$ cat config.mk
export PLATFORM = sky130hd
export DESIGN_NAME = stopwatch_ctrl
export DESIGN_NICKNAME = d
export VERILOG_FILES = /design/src/rtl/stopwatch_ctrl.sv
export SDC_FILE = /design/constraint.sdc
export NUM_CORES = 1
export LEC_CHECK = 0
export ABC_AREA = 1
export CAP_MARGIN = 20
export CORE_MARGIN = 8
export CORE_UTILIZATION = 60
export CTS_CLUSTER_DIAMETER = 200
export DETAILED_ROUTE_END_ITERATION = 10
export GPL_ROUTABILITY_DRIVEN = 0
export GPL_TIMING_DRIVEN = 0
export PLACE_DENSITY = 0.83
export REMOVE_ABC_BUFFERS = 1
export SLEW_MARGIN = 20
export SYNTH_ARGS = -nofsm -noshare
export SYNTH_HDL_FRONTEND = slang
export SYNTH_SLANG_ARGS = --single-unit
$ cat constraint.sdc
create_clock -name clk -period 2 [get_ports clk]
set_input_delay 0.2 -clock clk [delete_from_list [all_inputs] [get_ports clk]]
set_output_delay 0.2 -clock clk [all_outputs]
set_load 0.02 [all_outputs]
$ cat src/rtl/stopwatch_ctrl.sv
// Stopwatch control: switch conditioning, mode FSM and count prescaler.
// Drives tick/clr/hold/lap_cnt for the stopwatch datapath.
module stopwatch_ctrl #(
  parameter int DB_CYC = 4,
  parameter int PRESC  = 10
) (
  input  logic       clk,
  input  logic       rst_n,
  input  logic       sw1,
  input  logic       sw2,
  input  logic       sw3,
  output logic       tick,
  output logic       clr,
  output logic       hold,
  output logic [1:0] state,
  output logic [3:0] lap_cnt
);

  typedef enum logic [1:0] {
    IDLE = 2'b00,
    RUN  = 2'b01,
    STOP = 2'b10,
    LAP  = 2'b11
  } st_t;

  localparam logic [7:0]  DB_LAST = 8'(DB_CYC - 1);
  localparam logic [15:0] P_LAST  = 16'(PRESC - 1);

  logic [2:0]  raw;
  logic [2:0]  lvl;
  logic [2:0]  lvl_q;
  logic [2:0]  evt;
  st_t         st;
  st_t         nxt;
  logic        do_clr;
  logic        run;
  logic [15:0] presc;

  assign raw = {sw3, sw2, sw1};

  for (genvar i = 0; i < 3; i++) begin : g_sw
    logic       s1;
    logic       s2;
    logic       lv;
    logic [7:0] dbc;

    always_ff @(posedge clk or negedge rst_n) begin
      if (!rst_n) begin
        s1  <= 1'b0;
        s2  <= 1'b0;
        lv  <= 1'b0;
        dbc <= '0;
      end else begin
        s1 <= raw[i];
        s2 <= s1;
        if (s2 != lv) begin
          if (dbc == DB_LAST) begin
            lv  <= s2;
            dbc <= '0;
          end else begin
            dbc <= dbc + 8'd1;
          end
        end else begin
          dbc <= '0;
        end
      end
    end

    assign lvl[i] = lv;
  end

  // rising edge of debounced level only
  assign evt = lvl & ~lvl_q;

  always_comb begin
    nxt    = st;
    do_clr = 1'b0;
    priority case (1'b1)
      evt[2]: begin
        if (st == IDLE || st == STOP) begin
          nxt    = IDLE;
          do_clr = 1'b1;
        end
      end
      evt[0]: begin
        unique case (st)
          IDLE:    nxt = RUN;
          RUN:     nxt = STOP;
          STOP:    nxt = RUN;
          LAP:     nxt = STOP;
          default: nxt = st;
        endcase
      end
      evt[1]: begin
        if (st == RUN)      nxt = LAP;
        else if (st == LAP) nxt = RUN;
      end
      default: nxt = st;
    endcase
  end

  assign run = (st == RUN) || (st == LAP);

  always_ff @(posedge clk or negedge rst_n) begin
    if (!rst_n) begin
      lvl_q   <= '0;
      st      <= IDLE;
      clr     <= 1'b0;
      hold    <= 1'b0;
      lap_cnt <= '0;
      presc   <= '0;
    end else begin
      lvl_q <= lvl;
      st    <= nxt;
      clr   <= do_clr;
      hold  <= (nxt == LAP);
      if (do_clr) begin
        lap_cnt <= '0;
      end else if (st == RUN && nxt == LAP && lap_cnt != 4'hf) begin
        lap_cnt <= lap_cnt + 4'd1;
      end
      if (do_clr) begin
        presc <= '0;
      end else if (run) begin
        presc <= (presc == P_LAST) ? '0 : presc + 16'd1;
      end
    end
  end

  // decoded from registered state, so never high outside RUN/LAP
  assign tick  = run && (presc == P_LAST);
  assign state = st;

endmodule

Word-level counts from Yosys, hierarchy flattened
Index checks and enable logic that the tools add are counted.

Input bits: 5. Logic and storage cells: 70. Output and inout port bits: 9. Register bits: 60.

Bitwise operators: 2. Eq/ne operators: 12. Add/sub/neg operators: 5. Mux-type cells: 20. Reductions and logical operators: 13.

Operator list (number): $mux 16 (3); $mux 8 (6); $add 8x1->8 const B (3); $eq 8x2->1 const B (3); $add 16x1->16 const B (1); $eq 16x4->1 const B (1); $mux 2 (6); $mux 4 (2); $eq 2x2->1 const B (3); $reduce_and 2->1 (3); $add 4x1->4 const B (1); $ne 4x4->1 const B (1); $pmux 2 s2 (1); $reduce_bool 2->1 (2); $reduce_or 2->1 (2); $and 3x3->3 (1); $logic_and 1x1->1 (3); $ne 1x1->1 (3); $not 3->3 (1); $eq 2x1->1 const B (1); $logic_not 2->1 (1); $logic_or 1x1->1 (2); $mux 1 (2).

Longest topological paths before layout
Depth in word-level cells: 11. Depth in mapped cells: 10.

Least setup slack after synthesis
No wires, ideal clock.

Kind: reg2reg. Start point: reg st[1] (netlist: state[1]). End point: reg lap_cnt[0]. Arrival time: 1.490 ns. Buffers on the path: 0. Cell stages (with the launch flop): 9. Path slack: 0.393 ns. Cell sequence: dfrtp_1 -> inv_1 -> ha_1 -> nor2_4 -> a21oi_4 -> a21oi_4 -> nand3_4 -> nand3_1 -> nand2_1.

Cells in the longest elaborated chain, start to end: 10. Elaborated cells between the ends (all ways): 21. Those cells by class: 4 x eq/ne; 10 x mux; 7 x reduce/logical.

Ends and longest elaborated chain: start, declared (RTL line 33) `st_t st;`; start signal, assigned (RTL line 114) `st <= nxt;`; $eq 2x2->1 (RTL line 86, 96); $mux 2 (RTL line 96) `else if (st == LAP) nxt = RUN;`; $mux 2 (RTL line 95) `if (st == RUN) nxt = LAP;`; $mux 2 (2 in a row) (RTL line 78) `priority case (1'b1)`; $mux 2 * (RTL line 78); via nxt[0] (RTL line 34) `st_t nxt;`; $eq 2x2->1 * (RTL line 119) `end else if (st == RUN && nxt == LAP && lap_cnt != 4'hf) begin`; $logic_and 1x1->1 * (2 in a row) (RTL line 119); $reduce_bool 2->1 (no line) *; end signal, assigned (RTL line 120) `lap_cnt <= lap_cnt + 4'd1;`; end, declared (RTL line 16) `output logic [3:0] lap_cnt`.

Mark *: on every way through the listed nets, which the timed path passes. The rest lies on a longest branch. A chain may end at the register's enable or synchronous reset.

Worst setup path after layout
Start point: reg presc[1]. End point: out tick.

Cells in the longest elaborated chain, start to end: 2.

Ends and longest elaborated chain: start, declared (RTL line 37) `logic [15:0] presc;`; start signal, assigned (RTL line 125) `presc <= (presc == P_LAST) ? '0 : presc + 16'd1;`; $eq 16x4->1 (RTL line 131) `assign tick = run && (presc == P_LAST);`; $logic_and 1x1->1 (RTL line 131); end, declared (RTL line 12) `output logic tick,`.

No other way between the ends.

==> metrics.yaml <==
p_leak_nw: 1.62
crit_family: "simple AND/OR/NAND/NOR gates"
cts_buffers: 9
dp_worst_setup_slack_ns: -0.384
clk_latency_ns: 0.35
final.setup_skew_ns: 0.00572
antenna_cells: 0
drive_gt1_share_pct: 11.5
synth.top_cells.by_area: "dfrtp_1 (49%), nand2_1 (6.9%), nor2_1 (5.4%)"
grt_setup_unrepaired: "yes"
cts.sinks: 60
path_max_fanout: 4
grt_pass1_vias: 2352
layout_setup_ws_ns: 0.0354
critPathBufInv: 2
max_stage_delay_ns: 0.42
maxSlewHeadroom_pct: 61.8
die_h_um: 87.7
vias: 2449
synth_warnings: 0
syn-cell-area_sq_um: 3080
worstPathCellList: "inv_1, ha_1, nand2_1, nor3_1, nand3_1, nor2_1, clkdlybuf4s15_2"
fmax_ghz: 0.509
cts-root-buf: "clkbuf_8"
vias_per_cell: 5.42
drv_cap: 0
setup-violations-final: 0
areaGrowthSynthToFinish_pct: 14.8
numPortBuffers: 13
fin_nets: 393
dieArea_sq_um: 7690
start_kind: "flop"
avgSynthCellArea_sq_um: 8.76
synth_top_cell_by_area: "dfrtp_1"
required_ns: 1.80
num_rows: 26
cp.arrival_ns: 1.76
initial_core_util_pct: 61.1
irDropWorstVdd_v: 0.000892
ys_types: 32
end_kind: "output pin"
grt_max_degree: 45
drt_iter0_drc: 237
ant_nets: 0
grt_overflow: 0
synth_top_area_share_pct: 48.7
hpwl_um: 4130
async_flop_share_pct: 100
status: "finished, final reports clean"
final_core_util_pct: 70.2
fill_cells: 386
drv_slew: 0
seq_area_frac_synth_pct: 48.7
worst_slew_pin_slew_ns: 0.569
synth_edf_count: 0
clk_pin_slew_worst_paths_ns: 0.07
cts_max_level: 3
fin_crit_ns: 1.96
hp-class: "primary input to asynchronous set/reset pin"
antenna_found_initial: 0
ys.flop_type: "dfrtp_1"
final_cell_area_sq_um: 3540
drc: 0
chipWidth_um: 87.7
pwr_density_cell_nw_per_um2: 1270
ioPinCount: 14
drt-wirelength-per-cell_um: 13.3
hold_viol_final: 0
crit_type: "flop to output pin"
cts_buffer_depth: 2
synthCells: 352
drt_pass1_iterations: 5
cts_tree: "yes"
synth_seq_cells: 60
fin_crit_sh_pct: 98.2
postPlaceCellArea_sq_um: 3290
grt_util_all_layers_pct: 17.4
grt_pass1_wl_um: 10300
slowest_stage: "dfrtp_1"
routed_wl_um: 6030
fp.coreArea_sq_um: 5040
## what timing repair did
| action | 4_1_cts | 5_1_grt |
|---|---|---|
| resized for setup | 5 | 0 |
| setup endpoints to repair | 17 | 5 |
| cloned | 1 | 0 |
| hold endpoints to repair | 16 | 0 |
| hold buffers | 1 | 0 |
| pin swaps | 1 | 2 |
| buffers inserted | 0 | 2 |
## where the power goes
group,leakage (nW),internal [mW],switching (mW)
clock network,0.102,0.639,0.479
registers,0.789,1.46,0.271
logic,0.728,0.574,1.07
## path summary, 6_finish.rpt
check	from	slack (ns)	endpoint	depth (start not counted)
worst min register to register	g_sw[1].s1$_DFF_PN0_	0.35	g_sw[1].s2$_DFF_PN0_	0
max in group asynchronous	rst_n	1.24	presc[0]$_DFFE_PN0P_	3
min in group clk	sw2	0.29	g_sw[1].s1$_DFF_PN0_	1
worst max-delay path	presc[1]$_DFFE_PN0P_	0.04	tick	7
worst min-delay path	rst_n	0.26	g_sw[0].dbc[3]$_DFF_PN0_	2
worst max register to register	state[0]$_DFF_PN0_	0.29	presc[3]$_DFFE_PN0P_	7
## cells in the final DEF (no fill, tap or decap), types with 3 or more instances in the layout
| cell type | synthesis | routed |
|---|---|---|
| dfrtp_1 | 60 | 59 |
| nand2_1 | 57 | 57 |
| nor2_1 | 44 | 44 |
| inv_1 | 42 | 42 |
| nand3_1 | 26 | 26 |
| nand4_1 | 22 | 22 |
| o21ai_0 | 15 | 15 |
| nor3_1 | 11 | 11 |
| ha_1 | 11 | 11 |
| clkbuf_8 | 0 | 11 |
| clkdlybuf4s50_1 | 0 | 11 |
| xor2_1 | 10 | 10 |
| a21oi_1 | 8 | 8 |
| xnor2_1 | 6 | 6 |
| o21ai_1 | 5 | 5 |
| nand3b_1 | 4 | 4 |
| nor2_4 | 3 | 3 |
| nor4_1 | 3 | 3 |
| clkinv_2 | 1 | 3 |
| buf_4 | 2 | 3 |
## logic make-up (layout without fill, tap and decap cells)
kind of cell    count (synthesis)  in the layout  share of synthesized area, %
compound gates                 32             33                          6.17
xor+xnor                       16             16                          4.55
fa+ha+maj                      11             11                          4.46
buf+inv                        49             78                          6.33
flops                          60             60                          48.7
simple gates                  184            184                          29.8
## metrics by stage
stage	instances	hold WS, ns	setup TNS (ns)	power, mW
after floorplan	348	-0.0956	-0.155	2.86
after global placement	431	0.334	-72.40	3.25
after detailed placement	432	0.0873	-4.85	3.32
after CTS	450	0.261	0	4.51
after global routing	452	0.274	-0.105	4.80
final	452	0.257	0	4.49
## worst reg2reg max path, cell delays in order (launching register included)
cell,delay (ns)
dfrtp_1,0.43
inv_1,0.11
ha_1,0.29
o21ai_4,0.23
nand2_4,0.20
nand2_1,0.13
xor2_1,0.15
a21oi_1,0.05
## Yosys cell counts, types with 3 or more instances
master    number
nand3b_1       4
o21ai_1        5
xor2_1        10
dfrtp_1       60
nor2_1        44
nand3_1       26
nor2_4         3
o21ai_0       15
xnor2_1        6
nand4_1       22
a21oi_1        8
nor4_1         3
inv_1         42
nor3_1        11
ha_1          11
nand2_1       57
## metal layers
layer	global-route usage, %	wire length, um	up-vias
met1	20.8	2700	1173
met4	9.06	97	0
li1	-	-	1211
met5	0	0	-
met2	27.4	2930	55
met3	5.53	302	10
## final cells by class
| cell class | instances | area [sq um] | area share [%] |
|---|---|---|---|
| flip-flops and latches | 60 | 1500 | 42.5 |
| multi-input cells | 244 | 1400 | 39.6 |
| repair buffers | 17 | 174 | 4.91 |
| inverters | 45 | 170 | 4.81 |
| clock buffers | 12 | 155 | 4.38 |
| well taps | 70 | 87.6 | 2.47 |
| clock inverters | 4 | 47.5 | 1.34 |
## registers in the layout, indices dropped and copies added, names as in the netlist
register and count:
lap_cnt 4, lvl_q 3, hold 1, clr 1, g_sw.lv 3, g_sw.s1 3
presc 16, g_sw.dbc 24, g_sw.s2 3, state 2
Power figures use the tool's default switching activity.
